`src/rtl/agc_mem_sequencer.sv`:
```
// agc_mem_sequencer: memory-cycle sequencer between the control unit and the
// erasable/fixed data memory. Runs one read or write per request, latches the
// memory output into the G register, rewrites erasable reads (core-memory
// restore) and refuses writes to fixed memory and to the zero register.
module agc_mem_sequencer #(
    parameter logic [11:0] ZERO_ADDR  = 12'd7,
    parameter int          TP_WIDTH   = 1,
    parameter bit          RESTORE_EN = 1'b1
) (
    input  logic        clk,
    input  logic        reset_n,
    input  logic        req,
    input  logic        wr,
    input  logic [11:0] addr_in,
    input  logic [14:0] wdata,
    output logic        ack,
    output logic [14:0] rdata,
    output logic        err_fixed,
    output logic        busy,
    output logic [11:0] mem_addr,
    output logic [14:0] mem_wdata,
    output logic        mem_we,
    output logic        mem_tp,
    input  logic [14:0] mem_rdata
);

    localparam int          DATA_W  = 15;
    localparam logic [3:0]  TP_LOAD = 4'(TP_WIDTH - 1);

    typedef enum logic [2:0] {
        S_IDLE,
        S_SETUP,
        S_SAMPLE,
        S_STROBE,
        S_RELEASE,
        S_DONE
    } state_t;

    state_t              state_q, state_d;
    logic [11:0]         addr_q, addr_d;
    logic [DATA_W-1:0]   wdata_q, wdata_d;
    logic [DATA_W-1:0]   g_q, g_d;
    logic                wr_q, wr_d;
    logic                eras_q, eras_d;
    logic                zero_q, zero_d;
    logic [3:0]          cnt_q, cnt_d;
    logic                we_q, we_d;
    logic                tp_q, tp_d;
    logic                ack_q, ack_d;
    logic                err_q, err_d;
    logic                strobe;

    function automatic logic is_erasable(input logic [11:0] a);
        return (a[11:10] == 2'b00);
    endfunction

    function automatic logic is_zero(input logic [11:0] a);
        return (a == ZERO_ADDR);
    endfunction

    // State and datapath registers; reset aborts any cycle in progress at once.
    always_ff @(posedge clk) begin
        if (!reset_n) begin
            state_q <= S_IDLE;
            addr_q  <= '0;
            wdata_q <= '0;
            g_q     <= '0;
            wr_q    <= 1'b0;
            eras_q  <= 1'b0;
            zero_q  <= 1'b0;
            cnt_q   <= '0;
            we_q    <= 1'b0;
            tp_q    <= 1'b0;
            ack_q   <= 1'b0;
            err_q   <= 1'b0;
        end else begin
            state_q <= state_d;
            addr_q  <= addr_d;
            wdata_q <= wdata_d;
            g_q     <= g_d;
            wr_q    <= wr_d;
            eras_q  <= eras_d;
            zero_q  <= zero_d;
            cnt_q   <= cnt_d;
            we_q    <= we_d;
            tp_q    <= tp_d;
            ack_q   <= ack_d;
            err_q   <= err_d;
        end
    end

    // Next-state logic: sequences SETUP, SAMPLE, STROBE, RELEASE, DONE per request.
    always_comb begin
        state_d = state_q;
        addr_d  = addr_q;
        wdata_d = wdata_q;
        g_d     = g_q;
        wr_d    = wr_q;
        eras_d  = eras_q;
        zero_d  = zero_q;
        cnt_d   = cnt_q;
        we_d    = we_q;
        tp_d    = tp_q;
        ack_d   = 1'b0;
        err_d   = 1'b0;
        strobe  = 1'b0;

        case (state_q)
            S_IDLE: begin
                if (req) begin
                    addr_d  = addr_in;
                    wr_d    = wr;
                    wdata_d = wdata;
                    eras_d  = is_erasable(addr_in);
                    zero_d  = is_zero(addr_in);
                    we_d    = 1'b0;
                    tp_d    = 1'b0;
                    state_d = S_SETUP;
                end
            end
            S_SETUP: begin
                state_d = S_SAMPLE;
            end
            S_SAMPLE: begin
                g_d   = zero_q ? '0 : mem_rdata;
                cnt_d = TP_LOAD;
                if (eras_q && !zero_q) begin
                    if (wr_q) begin
                        strobe = 1'b1;
                    end else if (RESTORE_EN) begin
                        // Restore rewrites exactly what the destructive read returned.
                        wdata_d = mem_rdata;
                        strobe  = 1'b1;
                    end
                end
                we_d    = strobe;
                tp_d    = strobe;
                state_d = S_STROBE;
            end
            S_STROBE: begin
                // Counter runs even when no pulse is issued so timing is uniform.
                if (cnt_q == 4'd0) begin
                    tp_d    = 1'b0;
                    state_d = S_RELEASE;
                end else begin
                    cnt_d = cnt_q - 4'd1;
                end
            end
            S_RELEASE: begin
                // Write enable outlives the timing pulse by this one cycle.
                we_d    = 1'b0;
                ack_d   = 1'b1;
                err_d   = wr_q & ~eras_q;
                state_d = S_DONE;
            end
            S_DONE: begin
                state_d = S_IDLE;
            end
            default: begin
                state_d = S_IDLE;
            end
        endcase
    end

    assign busy      = (state_q != S_IDLE);
    assign ack       = ack_q;
    assign err_fixed = err_q;
    assign rdata     = g_q;
    assign mem_addr  = addr_q;
    assign mem_wdata = wdata_q;
    assign mem_we    = we_q;
    assign mem_tp    = tp_q;

endmodule
```
`config.mk`:
```
export PLATFORM = sky130hd
export DESIGN_NAME = agc_mem_sequencer
export DESIGN_NICKNAME = d
export VERILOG_FILES = /design/src/rtl/agc_mem_sequencer.sv
export SDC_FILE = /design/constraint.sdc
export NUM_CORES = 1
export LEC_CHECK = 0
export ABC_CLOCK_PERIOD_IN_PS = 1600
export CORE_UTILIZATION = 30
export CTS_BUF_LIST = sky130_fd_sc_hd__clkbuf_8
export DETAILED_ROUTE_END_ITERATION = 10
export PLACE_DENSITY = 0.72
export REMOVE_ABC_BUFFERS = 1
export SYNTH_ARGS = -nofsm -noshare
export SYNTH_HDL_FRONTEND = slang
export SYNTH_SLANG_ARGS = --single-unit
```
`constraint.sdc`:
```
create_clock -name clk -period 1.6 [get_ports clk]
set_input_delay 0.16 -clock clk [delete_from_list [all_inputs] [get_ports clk]]
set_output_delay 0.16 -clock clk [all_outputs]
set_load 0.005 [all_outputs]
```
# == After elaboration in Yosys (flattened, before gate mapping) ==
# Index checks and enable logic that the tools add are counted.
# totals
register_bits,56
input_bits,46
out_inout_bits,47
# classes
add_sub_neg,1
n_eq_ne,10
mux,16
n_bitwise,2
n_reduce_logical,17
# ops
cell,n
$mux W15,4
$pmux W15 S2,1
$pmux W3 S5,1
$eq A12 B3 Y1 const B,1
$ne A2 B2 Y1 const B,5
$reduce_and A2 Y1,5
$reduce_bool A3 Y1,3
$pmux W4 S2,1
$eq A3 B2 Y1 const B,2
$mux W3,2
$pmux W1 S3,2
$logic_not A4 Y1,1
$mux W1,4
$mux W4,1
$reduce_and A4 Y1,1
$reduce_bool A2 Y1,2
$sub A4 B1 Y4 const B,1
$eq A3 B1 Y1 const B,1
$eq A3 B3 Y1 const B,1
$logic_not A3 Y1,1
$reduce_and A3 Y1,1
$logic_not A2 Y1,1
$and A1 B1 Y1,1
$logic_and A1 B1 Y1,1
other kinds (2),2

# == Depth between registers and ports, before layout ==
# Gate-level depths: netlist of run 1.
# logic_depth
depth_word,4
ltp_mapped,6
mapped_depth_nobuf,5

# == Least setup slack after synthesis of run 1 ==
# No wires, ideal clock.
# synth_timing
kind,register -> register
startpoint,register cnt_q[0]
endpoint,register state_q[2]
setup_time_ns,0.070
arrival_ns,1.455
t_required_ns,1.530
path_slack_ns,0.075
stages_incl_launch_ff,7
path_buffers,1
period_less_slack_ns,1.525
cell_sequence,dfxtp_1 inv_1 ha_1 or3b_1 buf_2 or3_1 a21oi_1
# synth_between
elab_chain_len,3
# synth_lines
element,line,text
start: declaration,46,"logic [3:0] cnt_q, cnt_d;"
start signal: assignment,84,cnt_q <= cnt_d;
$logic_not A4 Y1,142,if (cnt_q == 4'd0) begin
$ne A2 B2 Y1 (no source line),--,
$reduce_and A2 Y1 (no source line),--,
end signal: assignment,77,state_q <= state_d;
end: declaration,39,"state_t state_q, state_d;"
# Every way passes these cells.
# A chain may end at the register's enable or synchronous reset.

# == Worst setup path after layout of run 1 ==
# layout_timing
startpoint,register state_q[2]
endpoint,"register wdata_q[13], in the netlist mem_wdata[13]"
# layout_between
elab_chain_len,3
elab_cells_between_ends,8
cone_classes,eq/ne: 4; mux: 1; reduce/logical: 3
# layout_lines
element,line,text
$eq A3 B2 Y1 / $logic_not A3 Y1 (equally long branches),108,case (state_q)
$ne A2 B2 Y1 (no source line) / $reduce_bool A2 Y1 (equally long branches),--,
$reduce_and A4 Y1 (no source line),--,
end signal: assignment,79,wdata_q <= wdata_d;
end: declaration,41,"logic [DATA_W-1:0] wdata_q, wdata_d;"
# Several ways; a longest one is shown, not always the timed one.

==> impl_results.md, run 1 <==
- IO Pins: 93
- VDD IR max: 0.444 mV
- Drt wl/cell: 14.1 microns
- DRC Markers: 0
- DP Worst Slack: -139 ps
- Min Tclk post-route: 1540 ps
- Total number of vias: 2307
- Vias in the first global route: 2348
- Synthesized area per cell: 9.37 sq um
- CORE AREA: 8220 sq um
- Clock tree buffer depth: 2
- CTS clock-pin slew for the worst setup and hold paths: 90 ps
- Worst path slowest cell: dfxtp_2
- Number of flops mapped to enable cells by yosys: 0
- CP Capture Type: flip-flop
- Top cell type's share of synthesized area: 44.0%
- Final WS setup: 57.8 ps
- Initial Util: 31.0%
- Layout Area Growth over Synthesis: 48.9%
- Ratio of cells with drive above 1 in the final layout: 15.2%
- Sink Count: 56
- Most frequent cell after synthesis: dfxtp_1
- Synth cell types: 40
- Worst Max-Slew Pin Slew: 348 ps
- Clk Latency, worst-skew pair: 300 ps
- Status: finished, final reports clean
- Largest delay contributor family on the critical path: buffers and inverters
- Leakage: 1.42 nW
- PD cells: 853 nW/um^2
- Starting DRT DRC Count: 68
- Placed instance area: 3600 sq um
- Post-synthesis cell count: 272
- First-pass GRT wire length: 10800 microns
- Antenna-violating nets left: 0
- Worst EP arrival: 1770 ps
- Max Cap Viol: 0
- Synth area leader: dfxtp_1
- Yosys warnings: 0
- Final hold viol count: 0
- CP cell instances: buf_4 > nor3b_4 > buf_4 > nand3_4 > buf_4 > a221oi_2
- DIE AREA: 8870 sq um
- Root buf cell: clkbuf_8
- Synth Flop Type: dfxtp_1
- Die Y: 94.2 microns
- Number of cell rows: 33
- Largest stage delay, worst path: 340 ps
- Routability Congestion: 0.774
- Total power: 0.00324 W
- Antenna violations before repair: 0
- Total track usage: 15.5%
- Layout fillers: 768
- Hpwl dp: 4860 microns
- ANT cells: 0
- Post-route clock period utilization: 96.4%
- Setup violators final: 0
- Via/cell ratio: 4.81
- Synth cell count leaders: dfxtp_1 (56), nand2_1 (48), a21oi_1 (35), nor2_1 (17)
- Hold_ws: 411 ps
- FFs w/ async S/R, synth: 0%
- CP max FO: 12
- Worst EP required: 1820 ps
- CTS HTree Levels: 2
- Most frequent cell on the critical path: buf_4
- Fmax: 0.648 GHz
- Sequential fraction of the synthesis area: 44.0%
- Total gr overflow: 0
- Largest net degree at the start of global routing: 28
- Worst relative slew slack: 76.5%
- Synth Cell Area: 2550 sq um
- Top cells by area, synth: dfxtp_1 (44%), nand2_1 (7.1%), a21oi_1 (6.9%)
- Worst Clk Skew: 4.75 ps
- Count of input and output buffers: 92
- Post-layout nets: 424
- Max Transition Viols Final: 0
- CTS tree: built
- Worst path buffer plus inverter count: 3
- Hold WC Path Type: input port to flip-flop
- Design Area, Final: 3800 sq um
- Total wire length: 6770 microns
- Die X: 94.2 microns
- Setup CP Type: flip-flop to flip-flop
- Seq cells post-synth: 56
- Cts bufs inserted: 5
- CP startpoint kind: flip-flop
- Detailed Routing Iterations Pass 1: 4
==> routing by layer <==
layer  up-vias  wire, microns  share of wire (%)  global-route usage, %
met3         7            555                8.2                   4.45
li1       1166              -                  -                      -
met2        71           3250                 48                   28.7
met4         0             47               0.69                   3.46
met1      1063           2910                 43                   17.2
met5         -              0                  0                      0
==> metrics by stage <==
stage                     utilization [%]  cells  TNS (ps)
after floorplan                         -    248    -24580
after global placement               43.9    465      -924
after detailed placement             43.9    465     -2520
after CTS                            45.2    471         0
after global routing                 46.2    480     -22.9
final                                46.2    480         0
==> logic make-up after synthesis <==
family,share of synthesized area (%)
adder cells (fa/ha/maj),0.981
AO/OA/AOI/OAI,17.9
buffers and inverters,8.39
flip-flops,44.0
multiplexers,6.28
AND/OR/NAND/NOR,22.5
==> registers in the layout, summed over array words and instances, names as in the netlist <==
name       flops
err_fixed      1
mem_wdata     15
mem_we         1
ack            1
zero_q         1
cnt_q          4
rdata         15
mem_tp         1
wr_q           1
state_q        3
mem_addr      12
eras_q         1
==> power breakdown <==
group	internal, W	switching (W)	leakage, nW
logic	0.000456	0.000351	0.910
clock network	0.000450	0.000429	0.0501
registers	0.00150	0.0000565	0.459
==> cells in the final DEF (no fill, tap or decap), types with 11 or more instances in the layout <==
cell / count
nand2_1: 48
nor2_1: 17
a221oi_2: 11
clkdlybuf4s50_1: 91
a21oi_1: 35
nand3b_1: 16
buf_4: 24
mux2i_1: 16
dfxtp_1: 53
==> layout make-up <==
type | instances | area, sq um | share of cell area, %
clock buffers | 5 | 68.8 | 1.81
clock inverters | 1 | 30.0 | 0.791
inverters | 7 | 26.3 | 0.692
multi-input cells | 185 | 1240 | 32.6
flip-flops and latches | 56 | 1130 | 29.7
well taps | 105 | 131 | 3.46
repair buffers | 121 | 1170 | 30.9
==> worst reg2reg max path: cells and delay by family, from the launching register on <==
family | cells | cell delay [ps]
simple gates | 2 | 370
buf+inv | 3 | 540
compound gates | 1 | 220
flops | 1 | 340
==> path summary, 6_finish.rpt <==
path / start / to / slack, ps / cells past startpoint
max reg2reg: state_q[2]$_SDFFE_PN0P_ / mem_wdata[13]$_SDFFE_PN0P_ / 60 / 6
min reg2reg: rdata[11]$_SDFFE_PN0P_ / rdata[11]$_SDFFE_PN0P_ / 450 / 2
min: wr / wr_q$_SDFFE_PN0P_ / 410 / 3
max: state_q[2]$_SDFFE_PN0P_ / mem_wdata[13]$_SDFFE_PN0P_ / 60 / 6
==> what timing repair did <==
action,CTS,global route
hold buffers,0,0
endpoints found under the setup margin,2,6
pin swaps,0,2
setup buffers,0,9
gates resized for setup,4,8
Note: power is estimated with default switching activity, not from simulation.
==> run 2: changes to the inputs <==
--- a/config.mk
+++ b/config.mk
@@ -10,7 +10,6 @@
 export CTS_BUF_LIST = sky130_fd_sc_hd__clkbuf_8
 export DETAILED_ROUTE_END_ITERATION = 10
 export PLACE_DENSITY = 0.72
-export REMOVE_ABC_BUFFERS = 1
 export SYNTH_ARGS = -nofsm -noshare
 export SYNTH_HDL_FRONTEND = slang
 export SYNTH_SLANG_ARGS = --single-unit
==> impl_results.md, run 2 (synthesis results as in run 1) <==
- Max Transition Viols Final: 0 (unchanged)
- Worst EP arrival: 1800 ps (+30 ps)
- Ratio of cells with drive above 1 in the final layout: 14.0% (-1.2 points)
- Detailed Routing Iterations Pass 1: 5 (+1)
- Fmax: 0.647 GHz (-0.15%)
- Total wire length: 6600 microns (-2.5%)
- DIE AREA: 8870 sq um (unchanged)
- Vias in the first global route: 2271 (-3.3%)
- Routability Congestion: 0.689 (-11%)
- Setup violators final: 0 (unchanged)
- CTS clock-pin slew for the worst setup and hold paths: 100 ps (about the same)
- Initial Util: 31.0% (unchanged)
- Drt wl/cell: 13.9 microns (-1.6%)
- Antenna-violating nets left: 0 (unchanged)
- Worst relative slew slack: 75.2% (-1.3 points)
- CTS tree: built
- CTS HTree Levels: 2 (unchanged)
- Largest net degree at the start of global routing: 39 (+39%)
- Clock tree buffer depth: 2 (unchanged)
- Die Y: 94.2 microns (unchanged)
- CP Capture Type: flip-flop
- Layout fillers: 799 (+4.0%)
- Logic pwr share: 24.3% (-0.6 points)
- CP max FO: 7 (-5)
- Setup CP Type: flip-flop to flip-flop
- Number of cell rows: 33 (unchanged)
- Via/cell ratio: 4.88 (+1.5%)
- DRC Markers: 0 (unchanged)
- VDD IR max: 0.348 mV (-22%)
- Sequential share of power: 47.4% (-0.5 points)
- Post-layout nets: 418 (-1.4%)
- Total number of vias: 2322 (+0.65%)
- Post-route clock period utilization: 96.5% (+0.15 points)
- Net Sw Frac: 26.4% (+0.62 points)
- Die X: 94.2 microns (unchanged)
- Max Cap Viol: 0 (unchanged)
- ANT cells: 0 (unchanged)
- Commonest non-fill, non-tap cell in the layout: clkdlybuf4s50_1
- Design Area, Final: 3750 sq um (-1.3%)
- CP startpoint kind: flip-flop
- Clk Latency, worst-skew pair: 310 ps (about the same)
- Clock power frac: 28.3% (+1.2 points)
- Internal power: 0.00241 W (+0.20%)
- Total gr overflow: 0 (unchanged)
- Count of input and output buffers: 92 (unchanged)
- Placed instance area: 3620 sq um (+0.42%)
- Min Tclk post-route: 1540 ps (+2.32 ps)
- Root buf cell: clkbuf_8
- Worst Clk Skew: 16.1 ps (+11.3 ps)
- Cts bufs inserted: 5 (unchanged)
- Most frequent cells in the layout: clkdlybuf4s50_1 (91), dfxtp_1 (54), nand2_1 (48)
- Non-filler cells, final: 476 (-0.83%)
- Worst Max-Slew Pin Slew: 368 ps (+20.8 ps)
- CORE AREA: 8220 sq um (unchanged)
- PD cells: 873 nW/um^2 (+2.4%)
- First-pass GRT wire length: 10700 microns (-0.97%)
- Starting DRT DRC Count: 81 (+19%)
- Worst EP required: 1850 ps (+30 ps)
- Total negative slack: 0 ps (unchanged)
- Final hold viol count: 0 (unchanged)
- Total track usage: 15.3% (-0.17 points)
- Layout Area Growth over Synthesis: 47.0%
- Status: finished, final reports clean
- Placed insts: 467 (+0.43%)
- Antenna violations before repair: 0 (unchanged)
- Hold Buf Count CTS: 0 (unchanged)
- Sink Count: 56 (unchanged)
- Hold WC Path Type: input port to flip-flop
- IO Pins: 93 (unchanged)
- RSZ-0062 raised after global routing: true
- Leakage: 1.40 nW (-1.7%)
- P_sw: 0.000865 W (+3.5%)
- Hpwl dp: 4910 microns (+0.90%)
- Synthesized Nets: 320
==> run 2: final cells by class <==
class                   instances  area (sq um)  area share, %
well taps                     105           131           3.50
repair buffers                115          1120           29.8
multi-input cells             185          1240           33.0
inverters                       7          26.3          0.701
flip-flops and latches         56          1120           30.0
clock buffers                   5          68.8           1.84
clock inverters                 3          42.5           1.13
==> run 2: through the flow <==
stage,power (W),worst slack (ps),util (%),hold WS [ps]
final,0.00327,55.4,45.6,422
after global routing,0.00344,-23.5,45.6,440
after CTS,0.00330,3.26,45.6,413
after detailed placement,0.00238,-90.3,44.1,437
after global placement,0.00236,5.80,44.1,436
after floorplan,0.00198,74.6,-,291
==> run 2: routing by layer <==
metal	global-route usage (%)	wire length, microns
met3	3.24	375
met4	6.54	140
met1	18.4	2890
met2	26.1	3200
met5	0	0
==> run 2: worst max-delay path, cell delays in order (launching register included) <==
cell and delay (ps):
dfxtp_1 330, inv_1 90, ha_1 150, or3b_4 420, or3_1 360, a21oi_1 140
==> run 2: what timing repair did <==
action / in CTS / in global routing
resized for setup: 5 / 4
setup buffers: 1 / 0
setup endpoints to repair: 2 / 6
==> run 2: final timing paths <==
| path | startpoint | to | slack, ps | cells after the start |
|---|---|---|---|---|
| setup / recovery | cnt_q[1]$_SDFFE_PN0P_ | state_q[2]$_SDFFE_PN0P_ | 60 | 5 |
| hold / removal | addr_in[8] | mem_addr[8]$_SDFFE_PN0P_ | 420 | 3 |
| setup reg to reg | cnt_q[1]$_SDFFE_PN0P_ | state_q[2]$_SDFFE_PN0P_ | 60 | 5 |
| hold reg to reg | eras_q$_SDFFE_PN0P_ | err_fixed$_SDFF_PN0_ | 450 | 1 |
==> run 2: power by group through the flow <==
| stage | clock (W) | sequential [W] | combinational, W |
|---|---|---|---|
| after floorplan | 0 | 0.00158 | 0.000395 |
| after global placement | 0 | 0.00158 | 0.000784 |
| after detailed placement | 0 | 0.00158 | 0.000799 |
| after CTS | 0.000950 | 0.00155 | 0.000802 |
| after global routing | 0.00101 | 0.00156 | 0.000871 |
| final | 0.000926 | 0.00155 | 0.000795 |
==> run 3: changes to the inputs <==
--- a/config.mk
+++ b/config.mk
@@ -6,10 +6,13 @@
 export NUM_CORES = 1
 export LEC_CHECK = 0
 export ABC_CLOCK_PERIOD_IN_PS = 1600
+export CAP_MARGIN = 20
 export CORE_UTILIZATION = 30
 export CTS_BUF_LIST = sky130_fd_sc_hd__clkbuf_8
+export CTS_CLUSTER_SIZE = 14
 export DETAILED_ROUTE_END_ITERATION = 10
 export PLACE_DENSITY = 0.72
+export SKIP_LAST_GASP = 1
 export SYNTH_ARGS = -nofsm -noshare
 export SYNTH_HDL_FRONTEND = slang
 export SYNTH_SLANG_ARGS = --single-unit
==> impl_results.md, run 3 (synthesis results as in run 1) <==
- Status: finished, final reports clean
- CP max FO: 7 (unchanged)
- Hold Buf Count CTS: 0 (unchanged)
- Hold_ws: 422 ps (unchanged)
- Antenna violations before repair: 0 (unchanged)
- Total track usage: 15.3% (about the same)
- Final hold viol count: 0 (unchanged)
- Worst EP arrival: 1800 ps (about the same)
- Net Sw Frac: 26.4% (about the same)
- Max Transition Viols Final: 0 (unchanged)
- First-pass GRT wire length: 10700 microns (unchanged)
- Clock power frac: 28.3% (about the same)
- Fmax: 0.647 GHz (unchanged)
- Count of input and output buffers: 92 (unchanged)
- Antenna-violating nets left: 0 (unchanged)
- Placed insts: 467 (unchanged)
- ANT cells: 0 (unchanged)
- RSZ-0062 raised after global routing: true
- PD cells: 872 nW/um^2 (about the same)
- Total negative slack: 0 ps (unchanged)
- Starting DRT DRC Count: 81 (unchanged)
- Synthesized Nets: 320 (unchanged)
- Layout Area Growth over Synthesis: 47.2%
- Number of cell rows: 33 (unchanged)
- CP Capture Type: flip-flop
- Design Area, Final: 3750 sq um (+0.13%)
- Clock tree buffer depth: 2 (unchanged)
- Vias in the first global route: 2271 (unchanged)
- Total gr overflow: 0 (unchanged)
- Total number of vias: 2322 (unchanged)
- DIE AREA: 8870 sq um (unchanged)
- Cts bufs inserted: 5 (unchanged)
- Internal power: 0.00241 W (about the same)
- Min Tclk post-route: 1540 ps (unchanged)
- Leakage: 1.40 nW (about the same)
- Worst Max-Slew Pin Slew: 368 ps (unchanged)
- Max Cap Viol: 0 (unchanged)
- CTS tree: built
- Most frequent cells in the layout: clkdlybuf4s50_1 (91), dfxtp_1 (54), nand2_1 (48)
- IO Pins: 93 (unchanged)
- Total wire length: 6600 microns (about the same)
- Largest net degree at the start of global routing: 39 (unchanged)
- CTS HTree Levels: 2 (unchanged)
- Hpwl dp: 4910 microns (unchanged)
- VDD IR max: 0.349 mV (+0.32%)
- Root buf cell: clkbuf_8
- Die Y: 94.2 microns (unchanged)
- Multi-input gate area: 1240 sq um (unchanged)
- Hold WC Path Type: input port to flip-flop
- DRC Markers: 0 (unchanged)
- Routability Congestion: 0.689 (unchanged)
- Sequential share of power: 47.4% (about the same)
- Worst relative slew slack: 75.2% (unchanged)
- Logic pwr share: 24.3% (about the same)
- CORE AREA: 8220 sq um (unchanged)
- Placed instance area: 3620 sq um (unchanged)
- Setup violators final: 0 (unchanged)
- Clk Latency, worst-skew pair: 310 ps (about the same)
- Initial Util: 31.0% (unchanged)
- CTS clock-pin slew for the worst setup and hold paths: 100 ps (about the same)
- CP startpoint kind: flip-flop
- Seq. cell area: 1120 sq um (unchanged)
- Commonest non-fill, non-tap cell in the layout: clkdlybuf4s50_1
- Detailed Routing Iterations Pass 1: 5 (unchanged)
- Setup CP Type: flip-flop to flip-flop
- Ratio of cells with drive above 1 in the final layout: 13.7% (-0.27 points)
- Layout fillers: 798 (-0.13%)
- Total power: 0.00327 W (about the same)
- Via/cell ratio: 4.88 (unchanged)
- Die X: 94.2 microns (unchanged)
- Sink Count: 56 (unchanged)
- P_sw: 0.000865 W (about the same)
- Drt wl/cell: 13.9 microns (about the same)
- Post-route clock period utilization: 96.5% (unchanged)
- Post-layout nets: 418 (unchanged)
- Worst EP required: 1850 ps (about the same)
- Worst Clk Skew: 16.1 ps (unchanged)
- Non-filler cells, final: 476 (unchanged)
## run 3: metal layers
| layer | global-route usage, % | wire length (microns) |
|---|---|---|
| met5 | 0 | 0 |
| met4 | 6.54 | 140 |
| met2 | 26.1 | 3200 |
| met3 | 3.24 | 371 |
| met1 | 18.4 | 2900 |
## run 3: power groups by stage
| stage | logic [W] | registers, W | clock network [W] |
|---|---|---|---|
| detailed placement | 0.000799 | 0.00158 | 0 |
| finish | 0.000797 | 0.00155 | 0.000926 |
| global route | 0.000873 | 0.00156 | 0.00101 |
| CTS | 0.000802 | 0.00155 | 0.000950 |
| floorplan | 0.000395 | 0.00158 | 0 |
| global placement | 0.000784 | 0.00158 | 0 |
## run 3: critical path, stage by stage, from the launching register on
cell and delay [ps]:
dfxtp_1 330, inv_1 90, ha_1 150, or3b_4 420
or3_1 360, a21oi_1 140
## run 3: area by class of cell
type	instances	share of cell area [%]
well taps	105	3.50
inverters	7	0.700
clock inverters	3	1.13
multi-input cells	185	33.0
flip-flops and latches	56	29.9
clock buffers	5	1.83
repair buffers	115	29.9
## run 3: path summary, 6_finish.rpt
kind / end / cells after the start / from / slack, ps
min reg2reg: err_fixed$_SDFF_PN0_ / 1 / eras_q$_SDFFE_PN0P_ / 450
max: state_q[2]$_SDFFE_PN0P_ / 5 / cnt_q[1]$_SDFFE_PN0P_ / 60
min: mem_addr[8]$_SDFFE_PN0P_ / 3 / addr_in[8] / 420
max reg2reg: state_q[2]$_SDFFE_PN0P_ / 5 / cnt_q[1]$_SDFFE_PN0P_ / 60
## run 3: metrics by stage
stage	utilization, %	setup WS (ps)
final	45.7	55.4
after global routing	45.7	-23.5
after CTS	45.6	-1.74
after detailed placement	44.1	-90.3
after global placement	44.1	5.80
after floorplan	-	74.6
## run 3: timing repair
| action | CTS | global route |
|---|---|---|
| pin swaps | 0 | 0 |
| gates resized for setup | 4 | 4 |
| buffers inserted | 1 | 0 |
| setup endpoints to repair | 2 | 7 |
